--- src/rtl/oam_dma_ctrl.sv ---
// Sprite DMA sequencer: a CPU write to DMA_REG_ADDR takes the bus and copies one
// 256-byte CPU page into OAM through repeated writes to OAMDATA.
module oam_dma_ctrl #(
  parameter logic [15:0] DMA_REG_ADDR  = 16'h4014,
  parameter logic [15:0] OAM_DATA_ADDR = 16'h2004,
  parameter bit          ALIGN_EN      = 1'b1
) (
  input  logic        cpu_clk,
  input  logic        reset,
  input  logic [15:0] bus_addr,
  input  logic [7:0]  bus_din,
  input  logic        bus_wr,
  input  logic        odd_or_even,
  input  logic [7:0]  mem_rdata,
  output logic        dma_hijack,
  output logic [15:0] dma_bus_addr,
  output logic        dma_bus_wr,
  output logic [7:0]  dma_bus_dout,
  output logic        dma_busy,
  output logic        dma_done
);

  typedef enum logic [2:0] {
    S_IDLE  = 3'd0,
    S_HALT  = 3'd1,
    S_ALIGN = 3'd2,
    S_READ  = 3'd3,
    S_WRITE = 3'd4
  } state_e;

  typedef struct packed {
    logic [15:0] addr;
    logic        wr;    // 1 = read, 0 = write
    logic [7:0]  dout;
  } dma_bus_t;

  state_e   state_q, state_d;
  logic [7:0] page_q, page_d;
  logic [7:0] idx_q,  idx_d;
  logic [7:0] data_q, data_d;
  logic       done_q, done_d;
  dma_bus_t   bus;

  always_ff @(posedge cpu_clk) begin
    if (reset) begin
      state_q <= S_IDLE;
      page_q  <= 8'h00;
      idx_q   <= 8'h00;
      data_q  <= 8'h00;
      done_q  <= 1'b0;
    end else begin
      state_q <= state_d;
      page_q  <= page_d;
      idx_q   <= idx_d;
      data_q  <= data_d;
      done_q  <= done_d;
    end
  end

  always_comb begin
    state_d = state_q;
    page_d  = page_q;
    idx_d   = idx_q;
    data_d  = data_q;
    done_d  = 1'b0;
    bus     = '{addr: 16'h0000, wr: 1'b1, dout: 8'h00};
    unique case (state_q)
      S_IDLE: begin
        if (bus_addr == DMA_REG_ADDR && !bus_wr) begin
          page_d  = bus_din;
          idx_d   = 8'h00;
          state_d = S_HALT;
        end
      end
      S_HALT: begin
        // dummy read while the CPU stalls; an odd halt needs one extra cycle
        bus.addr = {page_q, 8'h00};
        state_d  = (ALIGN_EN && odd_or_even) ? S_ALIGN : S_READ;
      end
      S_ALIGN: begin
        bus.addr = {page_q, 8'h00};
        state_d  = S_READ;
      end
      S_READ: begin
        bus.addr = {page_q, idx_q};
        data_d   = mem_rdata;
        state_d  = S_WRITE;
      end
      S_WRITE: begin
        bus.addr = OAM_DATA_ADDR;
        bus.wr   = 1'b0;
        bus.dout = data_q;
        idx_d    = idx_q + 8'd1;  // wraps within the page, never carries into page
        if (idx_q == 8'hFF) begin
          state_d = S_IDLE;
          done_d  = 1'b1;
        end else begin
          state_d = S_READ;
        end
      end
      default: state_d = S_IDLE;
    endcase
  end

  assign dma_hijack   = (state_q != S_IDLE);
  assign dma_busy     = dma_hijack;
  assign dma_bus_addr = bus.addr;
  assign dma_bus_wr   = bus.wr;
  assign dma_bus_dout = bus.dout;
  assign dma_done     = done_q;

endmodule

--- config.mk ---
export PLATFORM = sky130hd
export DESIGN_NAME = oam_dma_ctrl
export DESIGN_NICKNAME = d
export VERILOG_FILES = /design/src/rtl/oam_dma_ctrl.sv
export SDC_FILE = /design/constraint.sdc
export NUM_CORES = 1
export LEC_CHECK = 0
export ABC_CLOCK_PERIOD_IN_PS = 4350
export BUFFER_PORTS_ARGS = -buffer_cell sky130_fd_sc_hd__buf_2
export CORE_MARGIN = 3
export CORE_UTILIZATION = 51
export CTS_BUF_LIST = sky130_fd_sc_hd__clkbuf_8
export CTS_CLUSTER_DIAMETER = 60
export DETAILED_ROUTE_END_ITERATION = 16
export HOLD_SLACK_MARGIN = 0.03
export PLACE_DENSITY_LB_ADDON = 0.08
export SLEW_MARGIN = 10
export SYNTH_ARGS = -nofsm -noshare
export SYNTH_HDL_FRONTEND = slang
export SYNTH_SLANG_ARGS = --single-unit
--- constraint.sdc ---
create_clock -name cpu_clk -period 4.35 [get_ports cpu_clk]
set_input_delay 0.435 -clock cpu_clk [delete_from_list [all_inputs] [get_ports cpu_clk]]
set_output_delay 0.435 -clock cpu_clk [all_outputs]
set_load 0.02 [all_outputs]
Word-level counts from Yosys, hierarchy flattened:

Cells that the tools add are included.

* order comparisons: 0
* shift operators: 0
* multipliers: 0
* bitwise logic cells: 1
* divide/modulo/power cells: 0
* reductions and logical operators: 9
* muxes and demuxes: 9
* add/sub/neg operators: 1
* equal/unequal tests: 7

Operator list (number)
* 16-bit case mux with 3 select lines: 1
* 16-bit by 15-bit equality test with 1-bit output, second input constant: 1
* 8-bit case mux with 2 select lines: 1
* 3-bit case mux with 5 select lines: 1
* 9-bit two-way mux: 1
* 8-bit by 1-bit adder with 8-bit output, second input constant: 1
* 8-bit equality test, second input constant: 1
* 8-bit two-way mux: 1
* 3-bit by 2-bit equality test with 1-bit output, second input constant: 2
* 2-bit AND reduction: 2
* 2-bit OR reduction: 2
* 3-bit by 1-bit equality test with 1-bit output, second input constant: 1
* 3-bit equality test, second input constant: 1
* 3-bit logical NOT: 1
* 3-bit two-way mux: 1
* 3-bit nonzero test: 1
* 1-bit two-way mux: 2
* 2-bit two-way mux: 1
* 2-bit != test, second input constant: 1
* 2-bit nonzero test: 1
* 1-bit logical AND: 1
* 1-bit logical NOT: 1
* 1-bit NOT: 1

* register bits: 28
* bits of input ports: 36
* RAM bits: 0
* bits in read-only memories: 0
* logic and storage cells: 32
* latch bits: 0
* memories kept: 0
* output and inout bits: 28

Logic depth before layout (Yosys ltp):

* depth after elaboration: 4
* depth in mapped cells: 6
* depth with buffers taken out: 4

Worst setup path after synthesis:

Ideal clock, no wire load.

* kind: reg2out
* start point: register state_q[1]
* end point: output port dma_bus_addr[0]
* arrival: 1293 ps
* path buffers: 2
* required time: 3915 ps
* stages on the path, launching flop included: 6
* setup slack: 2622 ps
* cells stage by stage: dfxtp_1 buf_2 nand2_1 nor2_1 clkbuf_1 and2_1

* word-level cells in the longest chain between the ends: 3
* elaborated cells on any way between the ends: 6
* classes of those cells: eq/ne: 4; mux: 1; reduce/logical: 1

RTL lines
* from (decl): line 37 `state_e state_q, state_d;`
* from (signal assigned): line 52 `state_q <= state_d;`
* 3-bit by 2-bit equality test with 1-bit output / 3-bit by 1-bit equality test with 1-bit output (equally long branches): line 67 `unique case (state_q)`
* 2-bit OR reduction (no line)
* 16-bit case mux with 3 select lines (*): line 67
* to (decl): line 16 `output logic [15:0] dma_bus_addr,`

Mark *: on every way between the ends. The rest lies on a longest branch, timed or not.

Worst setup path in the final report:

* start point: register state_q[1]
* end point: output port dma_bus_addr[6]

The elaborated chain is that of the path after synthesis.

==> results.yml <==
logic_synthesis:
  ys_types: 32
  netlist_area_um2: 1380
  syn-instance-count: 175
  synthArstFlopShare_pct: 0
  synth.yosys.seq_area_share_pct: 40.6
  ys_warn_count: 0
  synth_area_leader_cell: "dfxtp_1"
  synth_edf_count: 0
  synth_common_cells: "28 x dfxtp_1, 23 x and2_1, 23 x nand2_1, 21 x a21oi_1, 13 x nand4_1"
  synth.most_common_cell: "dfxtp_1"
  syn_area_per_cell_um2: 7.89
  synth.area.top_cells: "dfxtp_1 41%, and2_1 10%, a21oi_1 7.6%"
  ys.flop_type: "dfxtp_1"
  synth_top_area_share_pct: 40.6
  ys_ff_latch: 28
  syn_nets: 212
finish:
  diodes: 0
  layout-drive-gt1-share_pct: 31.0
  fill_cells: 228
  finalNetCount: 267
  final_util_pct: 68.6
  fin_area_um2: 1730
  area_delta_synth_final_pct: 25.3
routing:
  wl_per_cell_um: 12.7
  detail-route-antenna-nets: 0
  via_count: 1401
  drtIter0Drc: 26
  route.detailed.drc: 0
  routed_wirelength_um: 3290
  viasPerCell: 5.41
  dr.pass1.iters: 4
critical_path:
  path_class: "reg -> out"
  cp_top_family: "simple AND/OR/NAND/NOR gates"
  worstPathRequired_ns: 3.91
  path_buf_inv: 1
  arrival_ns: 1.89
  crit_fanout: 16
  slowest_delay_ns: 0.64
  startpoint_type: "register"
  cpMaxStageDelayCell: "nor2_1"
  path_cells: "nand2_1, nor2_1, and2_1, buf_2"
  worstSetupEndpointType: "output port"
floorplan:
  initial_utilization_pct: 54.7
  core_um2: 2520
  die_h_um: 58.0
  dieArea_um2: 3370
  ios: 64
  fp.dieW_um: 58.0
  num_rows: 18
timing:
  setup-tns-final_ns: 0
  rsz0062_at_grt: "no"
  maxSlewHeadroom_pct: 45.0
  finClkSkew_ns: 0.00130
  min_period_ns: 2.33
  worst_slew_pin_slew_ns: 0.822
  period_share_pct: 53.5
  report.final.slew_viol_count: 0
  setup_viol: 0
  hold_viol: 0
  fmax_mhz: 430
clocking:
  post_cts.repair.setup_buffers: 0
  hold_buffers: 0
  clk_pin_slew_ns: 0.09
  cts_tree: "done"
  root_buffer: "clkbuf_8"
  numCtsBuffers: 3
  clock_sinks: 28
  htreeDepth: 1
  worstSkewPairLatency_ns: 0.27
  clockBufferDepth: 2
  cts_resized: 0
global_route:
  antenna_found_initial: 0
  grt-ovfl-total: 0
  grt_start_max_net_pins: 30
  grt_pass1_wl_um: 5530
  grt_usage_pct: 20.4
  grt_pass1_vias: 1340
place:
  place_hpwl_um: 2400
  routabilityCongestion: 0.782
  io_buffer_count: 63
  post_dp_cell_area_um2: 1670
run_status:
  outcome: "complete, no violations"
power_and_ir_drop:
  power_density_nw_per_um2: 321
  leakagePower_nw: 0.765
  p_total_uw: 555
  vdd_drop_max_mv: 0.228
worst_hold_path:
  hold_class: "in -> reg"
run:
  drv_cap: 0
state kept, by name (all words and copies together) (netlist names):
name	cells
data_q	8
dma_done	1
idx_q	8
page_q	8
state_q	3
cells in the final DEF (no fill, tap or decap), types with 3 or more instances in the layout:
cell type and instances:
o21ai_0 9, buf_2 63, nand3_1 3, nand2_1 23, o211ai_1 3, dfxtp_1 28
nor3_1 7, nand4_1 13, clkbuf_8 4, nor2_1 8, a21oi_1 21, xor2_1 4
and2_1 23
cell families after synthesis:
group	Yosys count	share of synthesized area [%]
adder cells (fa/ha/maj)	1	0.906
buffers and inverters	15	4.80
AND/OR/NAND/NOR	91	37.0
AO/OA/AOI/OAI	35	13.5
flip-flops	28	40.6
XOR/XNOR	5	3.17
metal layers:
metal	global-route usage [%]	part of all wire [%]	vias to the layer above
met3	2.45	8.0	4
met2	36.5	49	63
met1	24.7	42	619
met4	8.28	0.76	0
met5	0	0	-
li1	-	-	715
metrics by stage:
stage               instances  hold WS, ns  setup slack, ns
global route              259        0.411             1.78
floorplan                 175        0.432             2.62
finish                    259        0.396             2.02
global placement          255        0.437             2.32
CTS                       259        0.392             1.98
detailed placement        255        0.445             2.27
path summary, 6_finish.rpt:
path	startpoint	end	slack [ns]	cells past startpoint
hold / removal	mem_rdata[4]	data_q[4]	0.40	3
setup / recovery	state_q[1]	dma_bus_addr[6]	2.02	4
setup reg to reg	state_q[0]	idx_q[6]	2.17	4
hold reg to reg	data_q[4]	data_q[4]	0.45	2
report_power, final:
group          switching, mW  leakage [nW]  internal [mW]
clock                 0.0762        0.0288         0.0809
combinational         0.0789         0.511         0.0402
sequential            0.0152         0.225          0.264
layout make-up:
class                   count  area [um2]  share of cell area (%)
flip-flops and latches     28         561                    32.4
clock buffers               4        55.1                    3.18
multi-input cells         132         753                    43.6
inverters                   2        7.51                   0.434
well taps                  30        37.5                    2.17
repair buffers             63         315                    18.2
tightest hold or removal path: stages:
cell and delay, ns:
buf_2 0.09, nand2_1 0.05, a21oi_1 0.05
Note: power is estimated with default switching activity, not from simulation.
